<file path="src/rtl/disp_pkg.sv">
// ---------------------------------------------------------------------------
// disp_pkg
// Shared definitions for the display pixel packer:
//   - FSM state encoding (3-bit localparam constants)
//   - default frame size and flush length
//   - byte width of a packed page byte
//   - pack_bit(): writes one pixel into a given bit of a page byte
// ---------------------------------------------------------------------------
package disp_pkg;

    localparam int BYTE_W           = 8;
    localparam int FRAME_BYTES_DEF  = 1024;   // 128 columns x 8 pages
    localparam int FLUSH_CYCLES_DEF = 3;

    localparam logic [2:0] ST_IDLE  = 3'd0;
    localparam logic [2:0] ST_FLUSH = 3'd1;
    localparam logic [2:0] ST_FILL  = 3'd2;
    localparam logic [2:0] ST_OUT   = 3'd3;
    localparam logic [2:0] ST_DONE  = 3'd4;

    // Returns 'data' with bit 'idx' replaced by 'val'. Page bytes are built
    // LSB first, so the first pixel of a column lands in bit 0.
    function automatic logic [BYTE_W-1:0] pack_bit(
        input logic [BYTE_W-1:0] data,
        input logic [2:0]        idx,
        input logic              val
    );
        logic [BYTE_W-1:0] res;
        res      = data;
        res[idx] = val;
        return res;
    endfunction

endpackage

</file>
<file path="src/rtl/disp_px_packer.sv">
// ---------------------------------------------------------------------------
// disp_px_packer
// Collects a serial stream of 1-bit pixels from the static-pixel decoder and
// packs them, LSB first, into 8-bit page bytes for the display writer. A
// frame is FRAME_BYTES bytes; the last byte is flagged with byte_last.
//
// Parameters:
//   FRAME_BYTES  - bytes per display frame
//   FLUSH_CYCLES - cycles 'flush' is held high at frame start
//
// Ports:
//   clk         in   system clock
//   rst_n       in   synchronous active-low reset
//   frame_start in   single-cycle pulse; starts or restarts (aborts) a frame
//   flush       out  flush request to the upstream decoder
//   px_ready    out  ready to accept one pixel (FILL only)
//   px_valid    in   upstream pixel valid
//   px_in       in   upstream pixel value
//   byte_valid  out  packed byte valid (OUT only)
//   byte_data   out  packed page byte, bit k = k-th pixel
//   byte_last   out  qualifies the final byte of the frame
//   byte_ready  in   downstream accepts the byte
//   busy        out  high in any state other than IDLE
//
// Build option:
//   DISP_PX_INVERT_EN - when defined, every accepted pixel is inverted before
//                       packing (inverse video). Interface/timing unchanged.
// ---------------------------------------------------------------------------
module disp_px_packer
    import disp_pkg::*;
#(
    parameter int FRAME_BYTES  = FRAME_BYTES_DEF,
    parameter int FLUSH_CYCLES = FLUSH_CYCLES_DEF
) (
    input  logic              clk,
    input  logic              rst_n,
    input  logic              frame_start,
    output logic              flush,
    output logic              px_ready,
    input  logic              px_valid,
    input  logic              px_in,
    output logic              byte_valid,
    output logic [BYTE_W-1:0] byte_data,
    output logic              byte_last,
    input  logic              byte_ready,
    output logic              busy
);

    // Counter widths; clamp to 1 bit so degenerate parameters still elaborate.
    localparam int BCW = (FRAME_BYTES  > 1) ? $clog2(FRAME_BYTES)  : 1;
    localparam int FCW = (FLUSH_CYCLES > 1) ? $clog2(FLUSH_CYCLES) : 1;

    localparam logic [BCW-1:0] LAST_BYTE  = BCW'(FRAME_BYTES - 1);
    localparam logic [FCW-1:0] LAST_FLUSH = FCW'(FLUSH_CYCLES - 1);

    logic [2:0]        state;
    logic [FCW-1:0]    flush_cnt;
    logic [2:0]        bit_cnt;
    logic [BCW-1:0]    byte_cnt;
    logic [BYTE_W-1:0] byte_q;
    logic              px_bit;
    logic              at_last_byte;

`ifdef DISP_PX_INVERT_EN
    assign px_bit = ~px_in;
`else
    assign px_bit = px_in;
`endif

    assign at_last_byte = (byte_cnt == LAST_BYTE);

    // All handshake outputs are decoded from registered state, so they change
    // only on clock edges and drop together on abort or reset.
    assign flush      = (state == ST_FLUSH);
    assign px_ready   = (state == ST_FILL);
    assign byte_valid = (state == ST_OUT);
    assign byte_last  = (state == ST_OUT) && at_last_byte;
    assign busy       = (state != ST_IDLE);
    assign byte_data  = byte_q;

    always_ff @(posedge clk) begin
        if (!rst_n) begin
            state     <= ST_IDLE;
            flush_cnt <= '0;
            bit_cnt   <= '0;
            byte_cnt  <= '0;
            byte_q    <= '0;
        end else if (frame_start) begin
            // Start from IDLE, restart of FLUSH and mid-frame abort are the
            // same operation. It wins over a simultaneous byte handshake, so
            // a byte accepted on this edge is treated as not delivered.
            state     <= ST_FLUSH;
            flush_cnt <= '0;
            bit_cnt   <= '0;
            byte_cnt  <= '0;
            byte_q    <= '0;
        end else begin
            case (state)
                ST_IDLE: begin
                    state <= ST_IDLE;
                end

                ST_FLUSH: begin
                    if (flush_cnt == LAST_FLUSH) begin
                        state <= ST_FILL;
                    end else begin
                        flush_cnt <= flush_cnt + FCW'(1);
                    end
                end

                ST_FILL: begin
                    // px_ready is high throughout FILL, so px_valid alone
                    // marks a transfer. bit_cnt wraps 7 -> 0 on its own.
                    if (px_valid) begin
                        byte_q  <= pack_bit(byte_q, bit_cnt, px_bit);
                        bit_cnt <= bit_cnt + 3'd1;
                        if (bit_cnt == 3'd7) begin
                            state <= ST_OUT;
                        end
                    end
                end

                ST_OUT: begin
                    // byte_q is untouched here, keeping data stable under
                    // backpressure.
                    if (byte_ready) begin
                        if (at_last_byte) begin
                            // Hold at the final index instead of wrapping.
                            state <= ST_DONE;
                        end else begin
                            byte_cnt <= byte_cnt + BCW'(1);
                            state    <= ST_FILL;
                        end
                    end
                end

                ST_DONE: begin
                    state <= ST_IDLE;
                end

                default: begin
                    state <= ST_IDLE;
                end
            endcase
        end
    end

endmodule

</file>
<file path="config.mk">
export PLATFORM = sky130hd
export DESIGN_NAME = disp_px_packer
export DESIGN_NICKNAME = d
export VERILOG_FILES = /design/src/rtl/disp_pkg.sv /design/src/rtl/disp_px_packer.sv
export SDC_FILE = /design/constraint.sdc
export NUM_CORES = 1
export LEC_CHECK = 0
export CORE_ASPECT_RATIO = 1.2
export CORE_MARGIN = 10
export CORE_UTILIZATION = 45
export CTS_BUF_LIST = sky130_fd_sc_hd__clkbuf_4
export CTS_CLUSTER_DIAMETER = 100
export DETAILED_ROUTE_END_ITERATION = 12
export PLACE_DENSITY = 0.68
export REMOVE_ABC_BUFFERS = 1
export SYNTH_ARGS = -nofsm -noshare
export SYNTH_HDL_FRONTEND = slang
export SYNTH_SLANG_ARGS = --single-unit
</file>
<file path="constraint.sdc">
create_clock -name clk -period 1.67 [get_ports clk]
set_input_delay 0.2505 -clock clk [delete_from_list [all_inputs] [get_ports clk]]
set_output_delay 0.2505 -clock clk [all_outputs]
set_load 0.1 [all_outputs]
</file>
# [Word-level counts from Yosys, hierarchy flattened]
# Cells that the tools add are included.
[word_totals] output_inout_bits=13 wordCells=47 inputBits=6 register_bits=26
[op_classes] bitwise=3 reduce_logical=9 order_cmp=2 addsub=3 eq_ne=14 muxes=10
[op_table] operator="$mux 3" count=5
[op_table] operator="$ne 3x2->1 const B" count=4
[op_table] operator="$add 10x1->10 const B" count=1
[op_table] operator="$eq 10x10->1 const B" count=1
[op_table] operator="$pmux 3 s3" count=1
[op_table] operator="$bwmux 8" count=1
[op_table] operator="$ne 2x1->1 const B" count=4
[op_table] operator="$reduce_and 4->1" count=2
[op_table] operator="$eq 3x2->1 const B" count=2
[op_table] operator="$lt 3x4->1 const B" count=1
[op_table] operator="$reduce_and 2->1" count=2
[op_table] operator="$add 3x1->3 const B" count=1
[op_table] operator="$demux 1 s3" count=1
[op_table] operator="$eq 3x1->1 const B" count=1
[op_table] operator="$eq 3x3->1 const B" count=1
[op_table] operator="$ge 3x1->1 const B" count=1
[op_table] operator="$not 1->1" count=3
[op_table] operator="$reduce_and 3->1" count=1
[op_table] operator="$reduce_bool 3->1" count=1
[op_table] operator="$add 2x1->2 const B" count=1
[op_table] operator="$eq 2x2->1 const B" count=1
[op_table] operator="$logic_and 1x1->1" count=2
[op_table] operator="$mux 1" count=2
[op_table] operator="$reduce_or 2->1" count=1

# [Logic depth before layout (Yosys ltp)]
# Gate-level depths: netlist of the first run.
[depth] word_depth=5 mapped_depth=6 ltp_nobuf=6

# [Worst setup path after synthesis of the first run]
# No wires, ideal clock.
[synth_path] kind="reg-to-output" start="register byte_cnt[0]" end="output byte_last" stages_incl_launch_ff=5 required_time_ns=1.419 n_path_buf=0 setup_slack_ns=-1.675 arrival_ns=3.094 cell_sequence="dfxtp_1 ha_1 nand2_1 or3_4 nor3_1"
[synth_between] elab_chain_len=2
[synth_lines] element="start: declaration" line_no="disp_px_packer.sv:59" rtl="logic [BCW-1:0] byte_cnt;"
[synth_lines] element="start signal: assignment" line_no="disp_px_packer.sv:131" rtl="byte_cnt <= byte_cnt + BCW'(1);"
[synth_lines] element="$eq 10x10->1" line_no="disp_px_packer.sv:70" rtl="assign at_last_byte = (byte_cnt == LAST_BYTE);"
[synth_lines] element="$logic_and 1x1->1" line_no="disp_px_packer.sv:77" rtl="assign byte_last = (state == ST_OUT) && at_last_byte;"
[synth_lines] element="end: declaration" line_no="disp_px_packer.sv:44" rtl="output logic byte_last,"
# Every way passes these cells.

# [Worst setup path in the final report of the first run]
# Ends and elaborated chain as after synthesis.

==> flow_summary.yaml, run 1 <==
routing:
  viasPerCell: 5.43
  vias: 1146
  drt_drc_violations_left: 0
  finalWirelength_microns: 2900
  wire_per_inst_microns: 13.7
  drt_iter0_drc: 78
  detail_route.first_pass.iterations: 4
  postRouteAntennaNets: 0
setup_path:
  critPathKind: "reg2out"
  cp-end-kind: "output pin"
  cp.required_ps: 1420
  critical-path-max-stage-delay_ps: 360
  cp_data_arrival_time_ps: 1680
  critical_path.startpoint_type: "flip-flop"
  path_cells: "ha_1 -> nand2_1 -> or3_4 -> nor3_2 -> buf_4 -> buf_12"
  critical_path_peak_fanout: 2
  setup.reg_to_reg.worst_slack_ps: 140
  cpMaxStageDelayCell: "dfxtp_2"
sta:
  unrepaired_setup_endpoints_after_global_routing: "true"
  timing.final.hold_violations: 0
  count_of_final_setup_violators: 1
  timing.final.ws_setup_ps: -260
  fin_hold_ws_ps: 506
  tightest_slew_ps: 402
  final_min_period_over_clock_period: 1.16
  final_max_slew_viol_count: 0
  slew_headroom: 0.729
  final_period_minus_worst_setup_slack_ps: 1930
  skew_ps: 5.73
  setup-tns-final_ps: -260
  fmaxAchievable_mhz: 518
synth:
  synth.most_common_cell: "dfxtp_1"
  synthesized_area_sq_um: 1320
  synthArstFlopShare: 0
  netlist_instances: 144
  yosys-top-cells-count: "dfxtp_1 (26), nor2_1 (16), nand3_1 (13)"
  netlist.area_leader.share: 0.394
  post_synthesis_sequential_area_ratio: 0.394
  ys.flop_type: "dfxtp_1"
  number_of_flops_mapped_to_enable_cells_by_yosys: 0
  ys_top_cells_by_area: "dfxtp_1 (39%), nand3_1 (4.9%), mux2i_1 (4.5%)"
  dominant_cell_type_by_area_after_synthesis: "dfxtp_1"
  synth_warnings: 0
  synth_seq_cells: 26
  post_synth.cell_area_avg_sq_um: 9.17
  synthDistinctLibCells: 46
clocking:
  ctsHoldBuffers: 0
  h_tree_level_count: 1
  cts_root_buf: "clkbuf_4"
  clkSlewWorstSetupHoldPaths_ps: 150
  later_pin_clock_latency_in_the_skew_report_ps: 320
  clock_tree.buffer_depth: 2
  cts_made_buffers: 3
  cts_tree: "yes"
  tritoncts_num_sinks: 26
cells_and_area:
  antenna-diode-count: 0
  syn_to_final_growth_pct: 38.7
  drive_gt1_frac: 0.282
  finalCoreUtilization: 0.651
  finish.net_count: 188
status:
  outcome: "finished with violations"
  failed_checks: "negative setup slack"
grt:
  globalRouteTotalUtil: 0.103
  grt_antenna_before_repair: 0
  grt_pass1_wl_microns: 4870
  globalRoute.totalOverflow: 0
  vias_in_the_first_global_route: 1121
  grt_start_max_net_pins: 16
power_and_ir_drop:
  peakVddDrop_uv: 752
  power_density_nw_per_um2: 640
  p_leak_nw: 0.727
worst_hold_path:
  min_path_type: "in2reg"
floorplan:
  core_sq_um: 2810
  initial_core_util: 0.470
  die_area_sq_um: 5510
  num_rows: 21
  die_x_microns: 69.4
  die_h_microns: 79.3
  num_io_pins: 19
placement:
  place_congestion: 0.810
  port_buffers: 18
  hpwl_microns: 2310
job:
  max_cap_viol_count: 0
[flip-flops by register name (all words and copies together), names as in the netlist]
register	cells
byte_cnt	10
byte_data	8
bit_cnt	3
state	3
flush_cnt	2
[cell families (layout without fill, tap and decap cells)]
family,Yosys count,after routing,share of synthesized area
xor gates and xnor gates,5,5,0.0332
muxes,7,7,0.0540
adders and majority gates,4,4,0.0379
and+or+nand+nor,71,71,0.338
DFF,26,26,0.394
buffers and inverters,11,44,0.0445
AOI/OAI and AO/OA,20,20,0.0976
[layout make-up]
cell class	instances	area (sq um)
Clock buffer	3	22.5
Clock inverter	1	30.0
Fill cell	225	981
Inverter	3	11.3
Multi-Input combinational cell	107	746
Sequential cell	26	526
Tap cell	34	42.5
Timing Repair Buffer	37	453
[per-layer routing]
layer	routed length [microns]	share of wire	GRT usage	up-vias
li1	-	-	-	590
met5	0	0	0	-
met4	42	0.014	0.0464	0
met3	106	0.037	0.0224	4
met2	1540	0.53	0.189	19
met1	1220	0.42	0.109	533
[worst max-delay path: cells and delay by family, from the launching register on]
| family | cells | cell delay [ps] |
|---|---|---|
| AND/OR/NAND/NOR | 3 | 530 |
| flip-flops | 1 | 360 |
| buffers and inverters | 2 | 300 |
| adder cells (fa/ha/maj) | 1 | 170 |
[power by group]
part | leakage, nW | total [W] | switching [W] | internal, W
Combinational | 0.488 | 0.000105 | 0.0000604 | 0.0000450
Sequential | 0.212 | 0.000632 | 0.00000704 | 0.000625
Clock | 0.0279 | 0.000434 | 0.000191 | 0.000242
Total | 0.727 | 0.00117 | 0.000259 | 0.000913
[per-stage QoR]
stage | cells | power, W | instance area [sq um] | setup slack [ps]
global placement | 207 | 0.000750 | 1770 | 34.9
CTS | 211 | 0.00118 | 1830 | -274
floorplan | 136 | 0.000702 | 1270 | -1670
detailed placement | 207 | 0.000751 | 1770 | -41.2
finish | 211 | 0.00117 | 1830 | -260
global route | 211 | 0.00121 | 1830 | -322
[path summary, 6_finish.rpt]
check,start,endpoint,depth (start not counted)
max,byte_cnt[0],byte_last,6
min,rst_n,state[0],2
max reg2reg,bit_cnt[0],state[0],6
min reg2reg,byte_data[6],byte_data[6],2
[cells in the final DEF, fill, tap and decap left out, drive strengths merged, types with 2 or more instances in the layout]
cell and count:
buf 32, dfxtp 26, nor2 16, nand3 13, nand2 12, o21ai 9, mux2i 6, clkdlybuf4s50 5
ha 4, nand4b 4, nor4 4, inv 3, xor2 3, clkbuf 3, nor3 3, nor3b 3
nand4 3, nand4bb 2, nand3b 2, xnor2 2, o211ai 2, a21oi 2, or3 2
[what timing repair did]
item | 4_1_cts | 5_1_grt
pin swaps | 0 | 0
resized for setup | 4 | 1
endpoints found under the setup margin | 2 | 5
buffers inserted | 0 | 0
Power figures use the tool's default switching activity.
==> run 2, diff against run 1 <==
--- a/config.mk
+++ b/config.mk
@@ -9,7 +9,6 @@
 export CORE_MARGIN = 10
 export CORE_UTILIZATION = 45
 export CTS_BUF_LIST = sky130_fd_sc_hd__clkbuf_4
-export CTS_CLUSTER_DIAMETER = 100
 export DETAILED_ROUTE_END_ITERATION = 12
 export PLACE_DENSITY = 0.68
 export REMOVE_ABC_BUFFERS = 1
==> results of run 2 <==
Same layout as run 1: the final DEF is identical, and so are final timing and power.
==> run 3, diff against run 2 <==
--- a/config.mk
+++ b/config.mk
@@ -10,6 +10,7 @@
 export CORE_UTILIZATION = 45
 export CTS_BUF_LIST = sky130_fd_sc_hd__clkbuf_4
 export DETAILED_ROUTE_END_ITERATION = 12
+export MAX_ROUTING_LAYER = met4
 export PLACE_DENSITY = 0.68
 export REMOVE_ABC_BUFFERS = 1
 export SYNTH_ARGS = -nofsm -noshare
==> run 3 against run 2 <==
- the flow still finishes with violations (negative setup slack)
- utilization down 0.53 points
- first-iteration DRC count rose by 17%
- total power fell by 15%
- sequential cell count unchanged
- routed wire length up 4.1%
- via count increased by 1.6%
- non-clock buffer count rose by 1
- final area decreased by 0.82%
- highest routed layer unchanged
==> flow_summary.yaml, run 3 (synthesis gave the netlist of run 1 again) <==
status:
  outcome: "finished with violations"
  failed_checks: "negative setup slack"
sta:
  final_min_period_over_clock_period: 1.15
  fin_hold_ws_ps: 507
  timing.final.ws_setup_ps: -245
  fmaxAchievable_mhz: 522
  slew_headroom: 0.740
  final_period_minus_worst_setup_slack_ps: 1910
  final_max_slew_viol_count: 0
  skew_ps: 10.5
  count_of_final_setup_violators: 1
  unrepaired_setup_endpoints_after_global_routing: "true"
  tightest_slew_ps: 386
  timing.final.hold_violations: 0
power_and_ir_drop:
  peakVddDrop_uv: 563
  power.share.clock: 0.262
  cell_internal_pwr_w: 0.000757
  switching_power_w: 0.000244
  power_density_nw_per_um2: 551
  p_leak_nw: 0.722
  seq_power_share: 0.631
  pwr-share-comb: 0.107
  power_switching_share: 0.244
clocking:
  h_tree_level_count: 1
  cts_tree: "yes"
  clkSlewWorstSetupHoldPaths_ps: 140
  later_pin_clock_latency_in_the_skew_report_ps: 310
  tritoncts_num_sinks: 26
  clock_tree.buffer_depth: 2
  cts_made_buffers: 3
  ctsHoldBuffers: 0
  cts_root_buf: "clkbuf_4"
cells_and_area:
  finalCoreUtilization: 0.646
  mostFrequentLayoutCells: "buf_4 (20), dfxtp_1 (19), nor2_1 (16), nand3_1 (13), buf_12 (13)"
  antenna-diode-count: 0
  drive_gt1_frac: 0.298
  finish.net_count: 189
  leading_cell_type_in_the_layout_fill_and_taps_excluded: "buf_4"
  regMostFlops: "byte_cnt"
  largest_reg_flops: 10
  count_of_non_filler_cells_in_the_finished_layout: 212
  syn_to_final_growth_pct: 37.5
setup_path:
  ff2ff_path_depth: 5
  cp_data_arrival_time_ps: 1660
  critical-path-max-stage-delay_ps: 350
  critical_path.top_delay_family: "simple AND/OR/NAND/NOR gates"
  setup.reg_to_reg.worst_slack_ps: 170
  cpMaxStageDelayCell: "dfxtp_2"
  cp.required_ps: 1420
  critical_path.startpoint_type: "flip-flop"
  path_cells: "ha_1 -> nand2_1 -> or3_4 -> nor3_2 -> buf_4 -> buf_12"
  critPathKind: "reg2out"
  cp-end-kind: "output pin"
  critPathBufInv: 2
  critical_path_peak_fanout: 2
  worstReg2RegEnd: "byte_cnt[7]"
  r2r_start: "byte_cnt[0]"
worst_hold_path:
  min_delay_worst_endpoint: "byte_data[6]"
  min_path_type: "reg2reg"
  hold_path.startpoint: "byte_data[6]"
  hold-path-cell-count: 2
routing:
  postRouteAntennaNets: 0
  drt_drc_violations_left: 0
  drt_iter0_drc: 91
  finalWirelength_microns: 3020
  detail_route.first_pass.iterations: 5
  wire_per_inst_microns: 14.2
  viasPerCell: 5.49
  vias: 1164
placement:
  hpwl_microns: 2350
  place_congestion: 0.814
  numPlacedInstances: 207
  port_buffers: 18
floorplan:
  die_area_sq_um: 5510
  die_x_microns: 69.4
  core_sq_um: 2810
  initial_core_util: 0.470
  die_h_microns: 79.3
  num_io_pins: 19
  num_rows: 21
grt:
  globalRoute.totalOverflow: 0
  grt_start_max_net_pins: 15
  grt_pass1_wl_microns: 5090
  vias_in_the_first_global_route: 1169
  grt_antenna_before_repair: 0
  globalRouteTotalUtil: 0.113
job:
  max_cap_viol_count: 0
run 3: changes by cell type in the layout (fill, tap and decap cells not counted), sizes merged:
| cell | delta |
|---|---|
| bufinv | -1 |
| clkinv | +1 |
| buf | +1 |
run 3: repair_timing:
action | in CTS | in global routing
endpoints found under the setup margin | 3 | 3
setup buffers | 1 | 0
cloned | 0 | 0
gates resized for setup | 5 | 3
pin swaps | 0 | 0
run 3: routing by layer:
layer / vias up / global-route usage / wire length [microns]
li1: 596 / - / -
met2: 18 / 0.207 / 1640
met3: 10 / 0.0174 / 78
met4: 0 / 0.0585 / 81
met1: 540 / 0.113 / 1220
met5: - / - / 0
run 3: power groups by stage:
stage	sequential, W	clock [W]	combinational [W]
2_1_floorplan	0.000644	0	0.0000580
3_3_place_gp	0.000645	0	0.000105
3_5_place_dp	0.000646	0	0.000107
4_1_cts	0.000632	0.000275	0.000107
5_1_grt	0.000634	0.000302	0.000113
6_report	0.000632	0.000262	0.000107
run 3: worst max path at each step:
stage / from / endpoint / slack, ps / cells past startpoint
after floorplan: byte_cnt[0] / byte_last / -1670 / 4
after global placement: byte_ready / byte_cnt[9] / 30 / 5
after detailed placement: byte_ready / byte_cnt[8] / -30 / 5
after CTS: byte_cnt[1] / byte_last / -260 / 6
after global routing: byte_cnt[0] / byte_last / -320 / 6
final: byte_cnt[1] / byte_last / -240 / 6
run 3: through the flow:
stage,setup TNS (ps),area (sq um),worst slack (ps),power [W]
after floorplan,-5730,1270,-1670,0.000702
after global placement,0,1770,34.4,0.000750
after detailed placement,-56.8,1770,-31.2,0.000752
after CTS,-262,1810,-262,0.00101
after global routing,-374,1820,-324,0.00105
final,-245,1820,-245,0.00100
run 3: cell type report:
cell class,instances,area (sq um)
Timing Repair Buffer,38,460
Fill cell,238,996
Sequential cell,26,529
Clock inverter,1,3.75
Inverter,3,11.3
Multi-Input combinational cell,107,746
Tap cell,34,42.5
Clock buffer,3,22.5
run 3: worst min-delay path, cell delays in order (launching register included):
cell,delay (ps)
dfxtp_1,360
nand3_1,70
o21ai_1,50
